==> src/rtl/uart_tx_arb.sv <==
// Round-robin arbiter sharing one UART transmit port between NREQ requesters.
// Each word is sent as: strobe, wait for busy to rise (or timeout), wait for busy to fall.
module uart_tx_arb #(
  parameter int NREQ      = 2,
  parameter int DW        = 8,
  parameter int BUSY_WAIT = 16
) (
  input  logic               clk,
  input  logic               rst,
  input  logic [NREQ-1:0]    i_req_valid,
  input  logic [NREQ*DW-1:0] i_req_data,
  input  logic [NREQ-1:0]    i_req_last,
  output logic [NREQ-1:0]    o_req_ready,
  output logic [DW-1:0]      o_tx_data,
  output logic               o_tx_stb,
  input  logic               i_tx_busy,
  output logic [NREQ-1:0]    o_grant,
  output logic               o_active
);

  localparam int PW = $clog2(NREQ);
  localparam int CW = $clog2(BUSY_WAIT) + 1;

  typedef enum logic [1:0] {IDLE, SEND, WAIT_HI, WAIT_LO} state_e;

  state_e          state_q, state_d;
  logic [PW-1:0]   ptr_q, ptr_d;
  logic [PW-1:0]   owner_q, owner_d;
  logic [NREQ-1:0] grant_q, grant_d;
  logic [DW-1:0]   tx_data_q, tx_data_d;
  logic            tx_stb_q, tx_stb_d;
  logic            last_q, last_d;
  logic [CW-1:0]   cnt_q, cnt_d;

  logic [PW-1:0]   win_idx;
  logic [DW-1:0]   own_data;
  logic            own_valid;
  logic            own_last;
  logic            accept;

  // Scan ptr+1, ptr+2, ... with wrap; iterating from the far end lets the nearest hit win.
  function automatic logic [PW-1:0] rr_pick(input logic [NREQ-1:0] req,
                                            input logic [PW-1:0]   ptr);
    logic [PW:0]   sum;
    logic [PW-1:0] pick;
    pick = ptr;
    for (int i = NREQ; i >= 1; i--) begin
      sum = {1'b0, ptr} + (PW+1)'(i);
      if (sum >= (PW+1)'(NREQ)) sum = sum - (PW+1)'(NREQ);
      if (req[sum[PW-1:0]]) pick = sum[PW-1:0];
    end
    return pick;
  endfunction

  assign win_idx   = rr_pick(i_req_valid, ptr_q);
  assign own_valid = i_req_valid[owner_q];
  assign own_last  = i_req_last[owner_q];
  assign accept    = (state_q == SEND) && own_valid && !i_tx_busy;

  always_comb begin
    own_data = '0;
    for (int k = 0; k < NREQ; k++) begin
      if (owner_q == PW'(k)) own_data = i_req_data[k*DW +: DW];
    end
  end

  always_comb begin
    // NOTE: every signal gets a default before the case so no path can infer a latch.
    state_d   = state_q;
    ptr_d     = ptr_q;
    owner_d   = owner_q;
    grant_d   = grant_q;
    tx_data_d = tx_data_q;
    tx_stb_d  = 1'b0;
    last_d    = last_q;
    cnt_d     = cnt_q;
    case (state_q)
      IDLE: begin
        if (|i_req_valid && !i_tx_busy) begin
          owner_d = win_idx;
          grant_d = NREQ'(1) << win_idx;
          state_d = SEND;
        end
      end
      SEND: begin
        if (accept) begin
          tx_data_d = own_data;
          last_d    = own_last;
          tx_stb_d  = 1'b1;
          cnt_d     = '0;
          state_d   = WAIT_HI;
        end
      end
      WAIT_HI: begin
        cnt_d = cnt_q + 1'b1;
        // A controller that never raises busy must not hang the port.
        if (i_tx_busy || cnt_q == CW'(BUSY_WAIT - 1)) state_d = WAIT_LO;
      end
      WAIT_LO: begin
        if (!i_tx_busy) begin
          if (last_q) begin
            ptr_d   = owner_q;
            grant_d = '0;
            state_d = IDLE;
          end else begin
            state_d = SEND;
          end
        end
      end
      default: state_d = IDLE;
    endcase
  end

  // NOTE: sequential state uses non-blocking assignments so all flops update together.
  always_ff @(posedge clk or posedge rst) begin
    if (rst) begin
      state_q   <= IDLE;
      ptr_q     <= PW'(NREQ - 1);
      owner_q   <= '0;
      grant_q   <= '0;
      tx_data_q <= '0;
      tx_stb_q  <= 1'b0;
      last_q    <= 1'b0;
      cnt_q     <= '0;
    end else begin
      state_q   <= state_d;
      ptr_q     <= ptr_d;
      owner_q   <= owner_d;
      grant_q   <= grant_d;
      tx_data_q <= tx_data_d;
      tx_stb_q  <= tx_stb_d;
      last_q    <= last_d;
      cnt_q     <= cnt_d;
    end
  end

  // Grant is one-hot on the owner, so it doubles as the ready mask.
  assign o_req_ready = accept ? grant_q : '0;
  assign o_tx_data   = tx_data_q;
  assign o_tx_stb    = tx_stb_q;
  assign o_grant     = grant_q;
  assign o_active    = (state_q != IDLE);

endmodule

==> config.mk <==
export PLATFORM = sky130hd
export DESIGN_NAME = uart_tx_arb
export DESIGN_NICKNAME = d
export VERILOG_FILES = /design/src/rtl/uart_tx_arb.sv
export SDC_FILE = /design/constraint.sdc
export NUM_CORES = 1
export LEC_CHECK = 0
export ABC_AREA = 0
export CELL_PAD_IN_SITES_DETAIL_PLACEMENT = 2
export CELL_PAD_IN_SITES_GLOBAL_PLACEMENT = 2
export CORE_ASPECT_RATIO = 0.7
export CORE_MARGIN = 5
export CORE_UTILIZATION = 29
export DETAILED_ROUTE_END_ITERATION = 10
export PLACE_DENSITY = 0.88
export SLEW_MARGIN = 25
export SYNTH_ARGS = -nofsm -noshare
export SYNTH_HDL_FRONTEND = slang
export SYNTH_SLANG_ARGS = --single-unit
==> constraint.sdc <==
create_clock -name clk -period 2.85 [get_ports clk]
set_input_delay 0.855 -clock clk [delete_from_list [all_inputs] [get_ports clk]]
set_output_delay 0.855 -clock clk [all_outputs]
set_load 0.005 [all_outputs]
==> impl_metrics.csv, run 1 <==
group,metric,value,unit
power,power_frac_comb,0.518,
global_routing,antenna_found_initial,0,
global_routing,grt_pass1_wl,6741,microns
hold_path,min_to,"o_tx_data[7]$_DFFE_PP0P_",
power,power.internal,0.9671,mW
setup_path,r2r-end,"state_q[1]$_DFFE_PP0P_",
place,io_buffers,36,
clocking,numClockSinks,21,
floorplan,io_pins,37,
power,total_power,1.560,mW
clocking,clk_latency,0.26,ns
synth,synth_top_area_share,0.4338,
drt,route.vias.total,1024,
hold_path,whs_path_depth,2,
clocking,cts-htree-levels,1,
clocking,cts-buffers-inserted,3,
global_routing,grt_overflow_total,0,
layout,final_layout_size_suffix_gt1_frac,0.1394,
setup_path,critPathRequiredTime,2.00,ns
timing,fin_crit,2.788,ns
drt,antenna_left,0,
power,vdd_drop_max,0.3882,mV
floorplan,rows,19,
timing,rsz0062_at_grt,"false",
global_routing,grt_pass1_vias,1229,
hold_path,hold_path_class,"flip-flop to flip-flop",
synth,synth_area,1154,sq um
timing,setup_viol,0,
global_routing,grt_usage,0.1582,
setup_path,slowest_delay,0.26,ns
setup_path,rr_worst_depth,7,
setup_path,arrival,1.93,ns
timing,drv_slew,0,
clocking,cts-root-buf,"clkbuf_8",
setup_path,cp_common_cell,"dlygate4sd2_1",
place,dpl_worst_slack,-0.4632,ns
place,gp_congestion,0.7601,
floorplan,die_w,85.39,microns
power,powerDensity,918.5,nW/um^2
layout,synthToLayoutAreaGrowth,47.18,%
job,cap_violations,0,
layout,final_util,0.4382,
synth,yosysMostFrequentCell,"dfrtp_1",
power,power_frac_seq,0.354,
timing,relSlewSlack,0.6011,
layout,design_area,1698,sq um
power,p_clk_frac,0.128,
setup_path,r2r_start,"cnt_q[0]$_DFFE_PP0P_",
setup_path,reg2reg_slack,0.89,ns
setup_path,start_kind,"input pin",
power,p_sw_frac,0.3799,
setup_path,cp_slowest_cell,"dlygate4sd2_1",
drt,drt-pass1-iter-count,3,
drt,vias_per_cell,4.719,
synth,synth-edff-count,0,
floorplan,coreArea,3875,sq um
clocking,clkTransAtPathRegs,0.08,ns
place,placed_area,1617,sq um
power,p_sw,0.5924,mW
synth,synth_top_area_cell,"dfrtp_1",
drt,wirelength,3680,microns
power,leakagePower,0.7778,nW
synth,ys.flop_type,"dfrtp_1",
setup_path,critical_path.max_fanout,2,
synth,synthArstFlopShare,1.000,
synth,ys_seq_area_frac,0.4566,
hold_path,hold_path_startpoint,"o_tx_data[7]$_DFFE_PP0P_",
drt,drt_iter0_drc,44,
synth,yosysWarnings,0,
clocking,cts_buffer_depth,2,
floorplan,die_h,62.77,microns
setup_path,critical_path_class,"input pin to output pin",
clocking,cts_tree,"done",
synth,syn_nets,145,
timing,fin_ws,0.06158,ns
synth,synthCells,116,
global_routing,grt_max_degree,22,
layout,nets,195,
timing,timing.fmax,358.6,MHz
timing,final-hold-violation-count,0,
drt,wire_per_inst,16.96,microns
drt,drc,0,
place,dp_hpwl,2795,microns
synth,synth_top_cells_by_area,"dfrtp_1 43%, mux2i_1 8.7%, ha_1 6.5%",
timing,worstMarginPinSlew,0.5833,ns
setup_path,path_cells,"dlygate4sd2_1 > mux2i_2 > nor3b_2 > buf_4 > and2_1 > dlygate4sd2_1",
floorplan,die_area,5360,sq um
timing,fin_worst_skew,0.003406,ns
layout,n_fill_cell,411,
setup_path,end_kind,"output pin",
synth,yosysUniqueCellTypes,33,
synth,syn_avg_cell_area,9.945,sq um
timing,fin_crit_sh,0.9784,
floorplan,start_util,0.2977,
synth,ys_top_cells_by_count,"20 x dfrtp_1, 11 x a21oi_1, 11 x inv_1, 11 x nor2_1, 10 x mux2i_1",
layout,diodes,0,
synth,ys_ff_latch,21,
clocking,holdBufCountCts,0,
outcome,outcome,"finished, final reports clean",
[what timing repair did]
action                                  CTS  global route
setup buffers                             4             1
pin swaps                                 3             1
gates resized for setup                   6             0
gates cloned                              0             0
endpoints found under the setup margin    2             2
[cell type report]
class / instances / area (sq um) / area share
clock buffer: 3 / 41.29 / 0.02432
clock inverter: 1 / 5.005 / 0.002948
inverter: 11 / 41.29 / 0.02432
multi-input combinational: 80 / 566.8 / 0.3338
sequential: 21 / 526.8 / 0.3102
tap: 52 / 65.06 / 0.03832
timing repair buffer: 49 / 451.7 / 0.2660
[registers in the layout, summed over array words and instances (netlist names)]
register,cells
o_tx_data,8
state_q,2
cnt_q,5
o_grant,2
last_q,1
o_tx_stb,1
ptr_q,1
owner_q,1
[power by group through the flow]
| stage | logic, mW | registers, mW | clock network (mW) |
|---|---|---|---|
| global placement | 0.741 | 0.541 | 0 |
| CTS | 0.818 | 0.554 | 0.206 |
| global route | 0.909 | 0.578 | 0.231 |
| finish | 0.808 | 0.552 | 0.200 |
| floorplan | 0.448 | 0.533 | 0 |
| detailed placement | 0.790 | 0.554 | 0 |
[metrics by stage]
step / setup TNS, ns / cells / hold slack, ns
3_5_place_dp: -0.9209 / 208 / 0.5212
3_3_place_gp: -0.6542 / 208 / 0.5059
5_1_grt: 0 / 217 / 0.5924
4_1_cts: 0 / 216 / 0.5597
6_report: 0 / 217 / 0.5560
2_1_floorplan: 0 / 116 / 0.4853
[routing by layer]
| layer | up-vias | GRT usage | share of wire |
|---|---|---|---|
| met1 | 503 | 0.2034 | 0.44 |
| met2 | 17 | 0.2684 | 0.51 |
| met4 | 0 | 0.01779 | 0.0046 |
| met5 | - | 0 | 0 |
| li1 | 502 | - | - |
| met3 | 2 | 0.04875 | 0.044 |
[layout by cell type, fill, tap and decap left out, types with 2 or more instances in the layout]
| cell type | synthesis | layout |
|---|---|---|
| nand4b_1 | 2 | 2 |
| ha_1 | 6 | 6 |
| nand3_1 | 2 | 2 |
| and3_1 | 2 | 2 |
| and2_1 | 2 | 2 |
| nand2_1 | 6 | 6 |
| inv_1 | 11 | 11 |
| mux2i_1 | 10 | 9 |
| o22ai_1 | 2 | 2 |
| o2111ai_1 | 2 | 2 |
| nor2_1 | 11 | 11 |
| clkdlybuf4s50_1 | 0 | 31 |
| nand3b_1 | 4 | 4 |
| dfrtp_1 | 20 | 20 |
| dlygate4sd2_1 | 0 | 5 |
| clkbuf_8 | 0 | 3 |
| a21oi_1 | 11 | 11 |
| o21ai_0 | 5 | 5 |
| buf_4 | 1 | 13 |
[critical path: cells and delay by family]
kind,cells,cell delay [ns]
buffers and inverters,3,0.66
and+or+nand+nor,2,0.22
muxes,1,0.21
[worst max path at each step]
stage	start	to	slack, ns	depth (start not counted)
detailed placement	i_req_valid[1]	o_req_ready[1]	-0.46	5
floorplan	i_tx_busy	o_req_ready[0]	0.53	3
finish	i_req_valid[1]	o_req_ready[1]	0.06	6
global route	i_req_valid[0]	o_req_ready[0]	0.009	6
global placement	i_req_valid[1]	o_req_ready[0]	-0.33	5
CTS	i_req_valid[1]	o_req_ready[1]	0.06	6
[cells by family (layout without fill, tap and decap cells)]
kind of cell / after synthesis / after routing / synth area share
mux: 12 / 12 / 0.1095
compound gates: 26 / 26 / 0.1388
flops: 21 / 21 / 0.4566
fa+ha+maj: 6 / 6 / 0.06507
buf+inv: 15 / 64 / 0.05531
simple gates: 36 / 36 / 0.1746
No activity file was read; power rests on OpenSTA's default activity.
==> run 2, diff against run 1 <==
--- a/config.mk
+++ b/config.mk
@@ -11,6 +11,7 @@
 export CORE_ASPECT_RATIO = 0.7
 export CORE_MARGIN = 5
 export CORE_UTILIZATION = 29
+export CTS_CLUSTER_DIAMETER = 40
 export DETAILED_ROUTE_END_ITERATION = 10
 export PLACE_DENSITY = 0.88
 export SLEW_MARGIN = 25
==> constraint.sdc (replaced) <==
create_clock -name clk -period 2.85 [get_ports clk]
set_input_delay 0.57 -clock clk [delete_from_list [all_inputs] [get_ports clk]]
set_output_delay 0.57 -clock clk [all_outputs]
set_load 0.005 [all_outputs]
==> impl_metrics.csv, run 2 (synthesis results as in run 1) <==
group,metric,value,unit
power,powerDensity,936.1,nW/um^2
clocking,clkTransAtPathRegs,0.07,ns
setup_path,start_kind,"input pin",
global_routing,grt_pass1_vias,1190,
clocking,clk_latency,0.26,ns
global_routing,antenna_found_initial,0,
drt,drt_iter0_drc,25,
layout,final_layout_size_suffix_gt1_frac,0.09434,
drt,antenna_left,0,
clocking,cts_tree,"done",
power,vdd_drop_max,0.4151,mV
clocking,cts_buffer_depth,2,
layout,largest_reg_flops,8,
global_routing,grt_overflow_total,0,
hold_path,hold_path_class,"flip-flop to flip-flop",
clocking,post_cts_resized,0,
place,gp_congestion,0.7591,
setup_path,path_cells,"clkdlybuf4s50_1 > mux2i_1 > nor3b_2 > and2_1 > clkdlybuf4s50_1",
layout,final_util,0.4269,
timing,fin_hold_ws,0.5349,ns
drt,drt-pass1-iter-count,4,
global_routing,grt_max_degree,22,
place,dp_hpwl,2820,microns
floorplan,io_pins,37,
layout,design_area,1654,sq um
timing,drv_slew,0,
setup_path,critPathRequiredTime,2.28,ns
floorplan,die_h,62.77,microns
drt,wire_per_inst,17.11,microns
setup_path,cp_slowest_cell,"clkdlybuf4s50_1",
clocking,cts-htree-levels,1,
floorplan,coreArea,3875,sq um
global_routing,grt_usage,0.1423,
timing,relSlewSlack,0.4424,
outcome,outcome,"finished, final reports clean",
drt,wirelength,3611,microns
drt,drc,0,
drt,route.vias.total,1035,
timing,fin_worst_skew,0.003634,ns
setup_path,end_kind,"output pin",
layout,nets,189,
clocking,numClockSinks,21,
timing,setup_viol,0,
layout,final_cell_mix,"36 x clkdlybuf4s50_1, 20 x dfrtp_1, 11 x nor2_1, 11 x a21oi_1, 11 x inv_1",
place,io_buffers,36,
timing,fin_crit,2.675,ns
timing,timing.fmax,373.8,MHz
setup_path,critical_path.max_fanout,3,
floorplan,die_area,5360,sq um
layout,synthToLayoutAreaGrowth,43.38,%
place,dp.cells,206,
setup_path,arrival,2.11,ns
floorplan,die_w,85.39,microns
timing,setup-tns-final,0,ns
timing,rsz0062_at_grt,"false",
setup_path,slowest_delay,0.50,ns
layout,final_common_cell,"clkdlybuf4s50_1",
clocking,cts-root-buf,"clkbuf_8",
job,cap_violations,0,
drt,vias_per_cell,4.905,
global_routing,grt_pass1_wl,6099,microns
floorplan,start_util,0.2977,
place,placed_area,1602,sq um
timing,final-hold-violation-count,0,
setup_path,cp_common_cell,"clkdlybuf4s50_1",
timing,fin_crit_sh,0.9387,
power,leakagePower,0.7325,nW
floorplan,rows,19,
setup_path,critical_path_class,"input pin to output pin",
timing,worstMarginPinSlew,0.8355,ns
clocking,cts-buffers-inserted,3,
layout,final_cells,211,
layout,diodes,0,
==> run 2: area by class of cell <==
cell class | instances | area (sq um)
well taps | 52 | 65.06
multi-input cells | 80 | 563.0
repair buffers | 43 | 412.9
clock buffers | 4 | 45.04
flip-flops and latches | 21 | 526.8
inverters | 11 | 41.29
fillers | 397 | 2221
==> run 2: worst paths after layout <==
path,start,depth (start not counted),end,slack [ns]
worst max-delay path,i_req_valid[0],5,o_req_ready[0],0.17
max in group asynchronous,rst,2,cnt_q[0]$_DFFE_PP0P_,1.56
min in group asynchronous,rst,2,cnt_q[2]$_DFFE_PP0P_,0.78
worst min register to register,o_tx_data[7]$_DFFE_PP0P_,2,o_tx_data[7]$_DFFE_PP0P_,0.53
worst min-delay path,o_tx_data[7]$_DFFE_PP0P_,2,o_tx_data[7]$_DFFE_PP0P_,0.53
worst max register to register,state_q[1]$_DFFE_PP0P_,6,state_q[1]$_DFFE_PP0P_,0.83
==> run 2: power breakdown <==
group	internal, mW	switching [mW]	total, mW
combinational	0.413	0.384	0.797
sequential	0.442	0.112	0.554
clock	0.0996	0.0981	0.198
total	0.954	0.595	1.55
==> run 2: timing repair <==
item | 4_1_cts | 5_1_grt
buffers inserted | 0 | 1
setup endpoints to repair | 0 | 2
hold buffers | 0 | 0
==> run 2: through the flow <==
stage	setup WS, ns	total power, mW
finish	0.1747	1.548
global route	0.06843	1.679
CTS	0.1027	1.563
detailed placement	0.1493	1.345
global placement	0.1834	1.275
floorplan	1.069	0.9810
==> run 2: per-layer routing <==
metal | GRT usage | routed length (microns) | vias to the layer above
met5 | 0 | 0 | -
met4 | 0.03162 | 40 | 0
met3 | 0.03953 | 171 | 4
met2 | 0.2519 | 1867 | 28
met1 | 0.1704 | 1532 | 513
li1 | - | - | 490
==> run 2: worst max-delay path: cells and delay by family <==
kind	cells	cell delay (ns)
mux	1	0.13
simple gates	2	0.43
buf+inv	2	0.98
